**src/rtl/icache_waysel_gen.sv**
```systemverilog
// icache way-select producer: S0 tag compare, S1 way-select/error registers,
// single-outstanding fill FSM with victim choice. Optional parity via ICACHE_WAYSEL_PARITY_EN.
module icache_waysel_gen #(
  parameter int TAG_W = 28,
  parameter int CNT_W = 8
) (
  input  logic                 clk,
  input  logic                 rst,
  input  logic                 fetch_vld_s0,
  input  logic                 tlb_cam_vld_s0,
  input  logic                 tlb_cam_hit_s0,
  input  logic [TAG_W-1:0]     tlb_ptag_s0,
  input  logic [4*TAG_W-1:0]   tag_rd_s0,
  input  logic [3:0]           tag_vld_s0,
  input  logic [3:0]           tag_par_s0,
  input  logic                 stall_s1,
  input  logic                 fill_gnt,
  input  logic                 fill_ack,
  output logic [3:0]           waysel_buf_s1,
  output logic [3:0]           alltag_err_s1,
  output logic                 tlb_cam_miss_s1,
  output logic                 cam_vld_s1,
  output logic                 icache_hit_s1,
  output logic                 multihit_err_s1,
  output logic                 fill_req,
  output logic [1:0]           fill_way,
  output logic [TAG_W-1:0]     fill_ptag,
  output logic                 miss_busy,
  output logic [CNT_W-1:0]     multihit_cnt
);

  typedef enum logic [1:0] {
    ST_IDLE = 2'd0,
    ST_REQ  = 2'd1,
    ST_WAIT = 2'd2
  } state_t;

  state_t           state;
  logic [3:0]       match_s0;
  logic [3:0]       perr_s0;
  logic [TAG_W-1:0] ptag_s1;
  logic [3:0]       vld_s1;
  logic [1:0]       rr;
  logic             victim_from_rr;
  logic [1:0]       victim_way;
  logic             victim_rr;
  logic             clean_s1;
  logic             miss_s1;
  logic [3:0]       waysel_low_clr;

  // S0 tag compare
  always_comb begin
    match_s0 = '0;
    for (int i = 0; i < 4; i++) begin
      match_s0[i] = tag_vld_s0[i] & (tag_rd_s0[i*TAG_W +: TAG_W] == tlb_ptag_s0);
    end
  end

`ifdef ICACHE_WAYSEL_PARITY_EN
  // Stored bit is even parity: it must equal the XOR of the tag bits.
  always_comb begin
    perr_s0 = '0;
    for (int i = 0; i < 4; i++) begin
      perr_s0[i] = tag_vld_s0[i] & ((^tag_rd_s0[i*TAG_W +: TAG_W]) != tag_par_s0[i]);
    end
  end
`else
  logic unused_tag_par;
  assign unused_tag_par = ^tag_par_s0;
  assign perr_s0        = '0;
`endif

  // S1 pipeline registers; valid bits and ptag are kept for victim choice
  always_ff @(posedge clk or posedge rst) begin
    if (rst) begin
      waysel_buf_s1   <= '0;
      alltag_err_s1   <= '0;
      cam_vld_s1      <= 1'b0;
      tlb_cam_miss_s1 <= 1'b0;
      ptag_s1         <= '0;
      vld_s1          <= '0;
    end else if (!stall_s1) begin
      waysel_buf_s1   <= match_s0;
      alltag_err_s1   <= perr_s0;
      cam_vld_s1      <= fetch_vld_s0 & tlb_cam_vld_s0;
      tlb_cam_miss_s1 <= tlb_cam_vld_s0 & ~tlb_cam_hit_s0;
      ptag_s1         <= tlb_ptag_s0;
      vld_s1          <= tag_vld_s0;
    end
  end

  assign waysel_low_clr  = waysel_buf_s1 & (waysel_buf_s1 - 4'd1);
  assign clean_s1        = cam_vld_s1 & ~tlb_cam_miss_s1 & (alltag_err_s1 == 4'd0);
  assign icache_hit_s1   = clean_s1 & (waysel_buf_s1 != 4'd0) & (waysel_low_clr == 4'd0);
  assign multihit_err_s1 = clean_s1 & (waysel_low_clr != 4'd0);
  assign miss_s1         = (clean_s1 & (waysel_buf_s1 == 4'd0)) |
                           (cam_vld_s1 & ~tlb_cam_miss_s1 & (|alltag_err_s1));

  // Lowest invalid way wins; round-robin only when every way is valid.
  always_comb begin
    victim_way = rr;
    victim_rr  = 1'b1;
    for (int i = 3; i >= 0; i--) begin
      if (!vld_s1[i]) begin
        victim_way = 2'(i);
        victim_rr  = 1'b0;
      end
    end
  end

  always_ff @(posedge clk or posedge rst) begin
    if (rst) begin
      state          <= ST_IDLE;
      fill_req       <= 1'b0;
      fill_way       <= '0;
      fill_ptag      <= '0;
      rr             <= '0;
      victim_from_rr <= 1'b0;
    end else begin
      case (state)
        ST_IDLE: begin
          if (miss_s1 && !stall_s1) begin
            state          <= ST_REQ;
            fill_req       <= 1'b1;
            fill_way       <= victim_way;
            fill_ptag      <= ptag_s1;
            victim_from_rr <= victim_rr;
          end
        end
        ST_REQ: begin
          // an ack seen here belongs to no request of ours
          if (fill_gnt) begin
            state    <= ST_WAIT;
            fill_req <= 1'b0;
          end
        end
        ST_WAIT: begin
          if (fill_ack) begin
            state <= ST_IDLE;
            if (victim_from_rr) rr <= rr + 2'd1;
          end
        end
        default: begin
          state    <= ST_IDLE;
          fill_req <= 1'b0;
        end
      endcase
    end
  end

  assign miss_busy = (state != ST_IDLE);

  always_ff @(posedge clk or posedge rst) begin
    if (rst) begin
      multihit_cnt <= '0;
    end else if (multihit_err_s1 && !stall_s1 && (multihit_cnt != {CNT_W{1'b1}})) begin
      multihit_cnt <= multihit_cnt + 1'b1;
    end
  end

endmodule

```
**config.mk**
```make
export PLATFORM = sky130hd
export DESIGN_NAME = icache_waysel_gen
export DESIGN_NICKNAME = d
export VERILOG_FILES = /design/src/rtl/icache_waysel_gen.sv
export SDC_FILE = /design/constraint.sdc
export NUM_CORES = 1
export LEC_CHECK = 0
export CAP_MARGIN = 20
export CORE_MARGIN = 5
export CORE_UTILIZATION = 37
export CTS_BUF_LIST = sky130_fd_sc_hd__clkbuf_4
export DETAILED_ROUTE_END_ITERATION = 6
export PLACE_DENSITY = 0.72
export SLEW_MARGIN = 15
export SYNTH_ARGS = -nofsm -noshare
export SYNTH_HDL_FRONTEND = slang
export SYNTH_SLANG_ARGS = --single-unit
```
**constraint.sdc**
```tcl
create_clock -name clk -period 2.9 [get_ports clk]
set_input_delay 0.435 -clock clk [delete_from_list [all_inputs] [get_ports clk]]
set_output_delay 0.435 -clock clk [all_outputs]
set_load 0.01 [all_outputs]
```
==> flow_metrics.env, run 1 <==
export IMPL_period_needed_ns=2.62
export IMPL_grt_overflow=0
export IMPL_path_delay_family="buffers and inverters"
export IMPL_setup_viol=0
export IMPL_clkLatencyLatePin_ns=0.42
export IMPL_crit_slowest_cell="clkdlybuf4s50_1"
export IMPL_dpl_instance_area_um2=6780
export IMPL_die_height_um=123
export IMPL_firstDrtPassIters=4
export IMPL_grt_pass1_vias=3982
export IMPL_wl_met2_um=7290
export IMPL_max_freq_ghz=0.382
export IMPL_syn_area_um2=4730
export IMPL_ctsHtreeMaxLevel=3
export IMPL_endpoint_kind="primary output"
export IMPL_synthCells=421
export IMPL_critPathRequiredTime_ns=2.47
export IMPL_synth_seq_cells=82
export IMPL_syn_to_final_growth_pct=46.1
export IMPL_worst_setup_path_start_kind="flop"
export IMPL_grt_max_degree=45
export IMPL_place_inst=758
export IMPL_hp_class="in -> async"
export IMPL_combPwrFrac_pct=37.6
export IMPL_switching_power_uw=985
export IMPL_pre_cts_ws_ns=0.485
export IMPL_die_x_um=123
export IMPL_synth_top_area_cell="dfrtp_1"
export IMPL_final_nets=754
export IMPL_p_int_mw=2.47
export IMPL_finalSetupTns_ns=0
export IMPL_drv_cap=0
export IMPL_grt_usage_pct=20.1
export IMPL_yosys_warnings=0
export IMPL_slew_violations=0
export IMPL_power_frac_seq_pct=43.9
export IMPL_placement_io_buffers=199
export IMPL_peakVddDrop_mv=0.185
export IMPL_topRoutingLayerUsed="met4"
export IMPL_clk_pin_slew_worst_paths_ns=0.13
export IMPL_skew_ns=0.0137
export IMPL_worst_ep_arrival_time_ns=2.19
export IMPL_p_clk_share_pct=18.6
export IMPL_syn_avg_cell_area_um2=11.2
export IMPL_wl_um=14800
export IMPL_post_cts_resized=0
export IMPL_max_slew_margin_rel_pct=49.0
export IMPL_drt_iter0_markers=214
export IMPL_rsz0062_at_grt="false"
export IMPL_clockBufferDepth=2
export IMPL_yosys_area_top_type_share_pct=43.4
export IMPL_switching_share_pct=28.5
export IMPL_antenna_found_initial=0
export IMPL_fin_crit_sh_pct=90.3
export IMPL_num_antenna_cells=0
export IMPL_cts_buffers=9
export IMPL_met1_length_um=6190
export IMPL_cts_sinks=82
export IMPL_hpwl_um=12200
export IMPL_grt_pass1_wl_um=22600
export IMPL_post_cts_buffers=0
export IMPL_drc_errors=0
export IMPL_die_area_um2=15100
export IMPL_crit_chain="a211o_1, nand2_1, and4b_1, clkdlybuf4s50_1"
export IMPL_synthTopCellsByArea="dfrtp_1, xor2_1, mux2_4, mux2_2, nor4_1"
export IMPL_start_util_pct=37.6
export IMPL_reg2reg_slack_ns=0.55
export IMPL_stdcell_area_um2=6910
export IMPL_core_area_um2=12600
export IMPL_root_buffer="clkbuf_4"
export IMPL_synth_seq_area_share_pct=43.4
export IMPL_status="finished clean"
export IMPL_cts_tree="yes"
export IMPL_layout_setup_ws_ns=0.280
export IMPL_wl_per_cell_um=19.2
export IMPL_route_met3_wl_um=1040
export IMPL_gp_congestion=0.891
export IMPL_cts_hold_fix_buffers=0
export IMPL_ant_nets=0
export IMPL_vias=3696
export IMPL_pin_count=208
export IMPL_rows=41
export IMPL_viasPerCell=4.78
export IMPL_drive_gt1_share_pct=13.5
export IMPL_path_class="reg -> out"
export IMPL_p_leak_nw=3.00
export IMPL_hold_viol=0
export IMPL_cellPowerDensity_nw_per_um2=500
export IMPL_netlist_cell_type_count=33
export IMPL_final_cells=773
export IMPL_max_slew_worst_pin_slew_ns=0.765
export IMPL_critPathBufInv=1
export IMPL_max_stage_delay_ns=0.53
export IMPL_critPathMaxFanout=9
## final timing paths
path / start / end / cells after the start
worst max register to register: waysel_buf_s1[0] / fill_ptag[23] / 4
worst min register to register: rr[1] / rr[1] / 1
min in group clk: stall_s1 / fill_req / 5
worst max-delay path: waysel_buf_s1[3] / icache_hit_s1 / 4
worst min-delay path: rst / fill_ptag[22] / 2
max in group asynchronous: rst / ptag_s1[27] / 3
## cell usage after synthesis
cell,number
nand4_1,11
dfrtp_1,82
buf_6,2
clkbuf_1,31
or2_2,1
nand3b_1,1
nor2b_1,1
ha_1,1
nor4_1,25
nor2_1,8
nand3_1,4
and3_1,1
conb_1,1
buf_12,2
or3b_1,1
buf_1,2
xor2_1,119
buf_4,4
inv_1,4
nand2_1,23
or3_1,1
nand2b_1,6
mux2_4,25
xnor2_1,2
nor3_1,9
a21boi_0,1
o21ai_0,12
a211o_1,2
and4b_1,1
or4_4,1
nor3b_1,2
mux2_2,33
o211ai_1,2
## power groups by stage
stage | clock network, mW | registers [mW] | logic, mW
finish | 0.642 | 1.52 | 1.30
floorplan | 0 | 1.60 | 0.509
CTS | 0.666 | 1.52 | 1.32
global placement | 0 | 1.53 | 1.29
detailed placement | 0 | 1.53 | 1.31
global route | 0.711 | 1.55 | 1.38
## flip-flops by register name, indices dropped and copies added (netlist names), 2 cells and up
register / flops
waysel_buf_s1: 4
fill_ptag: 28
vld_s1: 4
ptag_s1: 28
multihit_cnt: 8
fill_way: 2
state: 2
rr: 2
## kinds of logic (layout without fill, tap and decap cells)
kind of cell    after synthesis  in the layout  synth area share, %
mux                          58             58                 15.8
buf+inv                      45            222                 4.90
other cells                   1              4               0.0793
xor+xnor                    121            121                 22.4
compound gates               17             17                 2.12
fa+ha+maj                     1              1                0.265
simple gates                 96             96                 11.0
flops                        82             82                 43.4
## worst reg2reg max path, stage by stage, from the launching register on
cell and delay, ns:
dfrtp_1 0.43, or4_4 0.56, or3_2 0.66, buf_12 0.28
mux2_4 0.32
## layout make-up
cell class / instances / area [µm²]
inverter: 4 / 16.3
sequential: 82 / 2050
timing repair buffer: 203 / 2040
fill: 1120 / 5660
clock inverter: 4 / 43.8
clock buffer: 11 / 82.6
tap: 172 / 215
multi-input combinational: 297 / 2460
## per-layer routing
metal,track usage [%],vias up
met1,25.9,1772
li1,-,1763
met2,33.1,141
met3,5.08,20
met5,0,-
met4,6.71,0
## metrics by stage
step           hold WS, ns  power (mW)  util (%)
5_1_grt              0.472        3.64      55.0
3_5_place_dp         0.463        2.85      54.0
2_1_floorplan        0.446        2.11         -
3_3_place_gp         0.465        2.82      54.0
6_report             0.433        3.45      55.0
4_1_cts              0.431        3.50      55.0
## cells in the final DEF (no fill, tap or decap), types with 2 or more instances in the layout
cell type	n
nor2_1	8
inv_1	3
a211o_1	2
mux2_4	25
nor3b_1	2
nand2b_1	6
o21ai_0	12
nor4_1	25
nand2_1	23
buf_4	2
mux2_2	33
buf_12	2
clkbuf_4	11
nand4_1	11
nor3_1	9
nand3_1	4
clkinv_2	3
dfrtp_1	82
xnor2_1	2
xor2_1	119
clkdlybuf4s50_1	198
o211ai_1	2
conb_1	4
(Power assumes the default switching activity.)
==> run 2: changes to the inputs <==
--- a/config.mk
+++ b/config.mk
@@ -6,7 +6,7 @@
 export NUM_CORES = 1
 export LEC_CHECK = 0
 export CAP_MARGIN = 20
-export CORE_MARGIN = 5
+export CORE_MARGIN = 2
 export CORE_UTILIZATION = 37
 export CTS_BUF_LIST = sky130_fd_sc_hd__clkbuf_4
 export DETAILED_ROUTE_END_ITERATION = 6
==> run 2 against run 1 <==
Total power up 3.1%; maximum frequency up 0.33%; sequential power about the same; clock-buffer cell count down 2; sequential share of layout area down 0.12 points; flip-flop and latch count unchanged; die area down 9.5%; cell count unchanged; first-iteration DRC count down 9.3%; critical path type unchanged; highest routed layer is now met5.
==> flow_metrics.env, run 2 (same netlist as run 1, synthesis figures left out) <==
export IMPL_rsz0062_at_grt="false"
export IMPL_max_slew_margin_rel_pct=55.4
export IMPL_switching_power_mw=1.02
export IMPL_final_cells=773
export IMPL_slew_violations=0
export IMPL_nFillCells=1129
export IMPL_grt_pass1_vias=3933
export IMPL_viasPerCell=4.82
export IMPL_layout_setup_ws_ns=0.289
export IMPL_power_frac_seq_pct=42.7
export IMPL_die_area_um2=13700
export IMPL_top_regs="fill_ptag x28, ptag_s1 x28, multihit_cnt x8"
export IMPL_final_nets=753
export IMPL_path_class="reg -> out"
export IMPL_core_area_um2=12600
export IMPL_num_antenna_cells=0
export IMPL_finalSetupTns_ns=0
export IMPL_p_clk_share_pct=21.2
export IMPL_hpwl_um=11600
export IMPL_crit_reg2reg_launch="waysel_buf_s1[0]"
export IMPL_vias=3724
export IMPL_switching_share_pct=28.5
export IMPL_clockBufferDepth=2
export IMPL_drv_cap=0
export IMPL_peakVddDrop_mv=0.217
export IMPL_cts_tree="yes"
export IMPL_die_height_um=117
export IMPL_max_slew_worst_pin_slew_ns=0.663
export IMPL_endpoint_kind="primary output"
export IMPL_status="finished clean"
export IMPL_syn_to_final_growth_pct=46.7
export IMPL_grt_max_degree=49
export IMPL_layout_core_utilization_pct=55.2
export IMPL_skew_ns=0.0118
export IMPL_grt_overflow=0
export IMPL_clk_pin_slew_worst_paths_ns=0.14
export IMPL_start_util_pct=37.6
export IMPL_root_buffer="clkbuf_4"
export IMPL_worst_ep_arrival_time_ns=2.18
export IMPL_cellPowerDensity_nw_per_um2=513
export IMPL_drive_gt1_share_pct=13.5
export IMPL_placement_io_buffers=199
export IMPL_place_inst=757
export IMPL_post_cts_resized=0
export IMPL_max_freq_ghz=0.383
export IMPL_antenna_found_initial=1
export IMPL_rows=41
export IMPL_p_int_mw=2.54
export IMPL_cts_hold_fix_buffers=0
export IMPL_ant_nets=0
export IMPL_final_common_cell="clkdlybuf4s50_1"
export IMPL_combPwrFrac_pct=36.1
export IMPL_ctsHtreeMaxLevel=3
export IMPL_critPathRequiredTime_ns=2.47
export IMPL_p_leak_nw=3.01
export IMPL_drt_iter0_markers=194
export IMPL_worst_setup_path_start_kind="flop"
export IMPL_critPathMaxFanout=9
export IMPL_hp_class="in -> async"
export IMPL_fin_crit_sh_pct=90.0
export IMPL_grt_pass1_wl_um=21800
export IMPL_period_needed_ns=2.61
export IMPL_wl_per_cell_um=18.6
export IMPL_hold_viol=0
export IMPL_final_cell_mix="clkdlybuf4s50_1, xor2_1, dfrtp_1, mux2_2"
export IMPL_cts_sinks=82
export IMPL_setup_viol=0
export IMPL_post_cts_buffers=0
export IMPL_reg2reg_slack_ns=0.53
export IMPL_rr_worst_depth=4
export IMPL_drc_errors=0
export IMPL_pre_cts_ws_ns=0.492
export IMPL_pin_count=208
export IMPL_die_x_um=117
export IMPL_total_power_mw=3.56
export IMPL_firstDrtPassIters=4
export IMPL_cts_buffers=9
export IMPL_grt_usage_pct=21.8
export IMPL_gp_congestion=0.837
export IMPL_wl_um=14400
export IMPL_reg2reg_to="fill_ptag[4]"
export IMPL_clkLatencyLatePin_ns=0.42
==> run 2: cell types whose count changed in the layout (fill, tap and decap cells not counted) <==
cell / before / now
buf_4: 2 / 1
bufinv_16: 1 / 2
clkbuf_4: 11 / 9
clkinv_2: 3 / 2
clkinv_4: 0 / 2
clkinvlp_4: 0 / 1
==> run 2: critical path, cell delays in order (launching register included) <==
cell             delay [ns]
dfrtp_1                0.45
a211o_1                0.30
nand2_1                0.24
and4b_1                0.24
clkdlybuf4s50_1        0.53
==> run 2: metal layers <==
| metal | wire, µm | vias to the layer above | track usage [%] |
|---|---|---|---|
| li1 | - | 1760 | - |
| met1 | 6120 | 1808 | 27.7 |
| met2 | 7110 | 136 | 37.1 |
| met3 | 926 | 18 | 5.56 |
| met4 | 206 | 2 | 5.88 |
| met5 | 10 | - | 0 |
==> run 2: final cells by class <==
cell class | instances | area [µm²] | area share [%]
clock inverters | 7 | 93.8 | 1.35
repair buffers | 202 | 2030 | 29.3
multi-input cells | 297 | 2460 | 35.4
flip-flops and latches | 82 | 2050 | 29.6
clock buffers | 9 | 67.6 | 0.974
well taps | 172 | 215 | 3.10
inverters | 4 | 16.3 | 0.234
==> run 2: worst max-delay path by stage <==
stage	from	endpoint	slack, ns	cells past startpoint
5_1_grt	waysel_buf_s1[1]	icache_hit_s1	0.15	4
3_5_place_dp	tlb_ptag_s0[27]	waysel_buf_s1[3]	0.49	5
6_report	waysel_buf_s1[3]	icache_hit_s1	0.29	4
2_1_floorplan	rst	cam_vld_s1	0.36	1
3_3_place_gp	tlb_ptag_s0[27]	waysel_buf_s1[3]	0.53	5
4_1_cts	waysel_buf_s1[3]	icache_hit_s1	0.24	4
==> run 2: power groups by stage <==
stage | clock network, mW | registers, mW | logic [mW]
floorplan | 0 | 1.60 | 0.509
global placement | 0 | 1.53 | 1.28
detailed placement | 0 | 1.54 | 1.30
CTS | 0.779 | 1.52 | 1.30
global route | 0.835 | 1.55 | 1.37
finish | 0.755 | 1.52 | 1.28
==> run 2: metrics by stage <==
step / hold slack (ns) / instance area [µm²]
floorplan: 0.446 / 4740
global placement: 0.466 / 6780
detailed placement: 0.475 / 6780
CTS: 0.371 / 6940
global route: 0.388 / 6940
finish: 0.382 / 6940
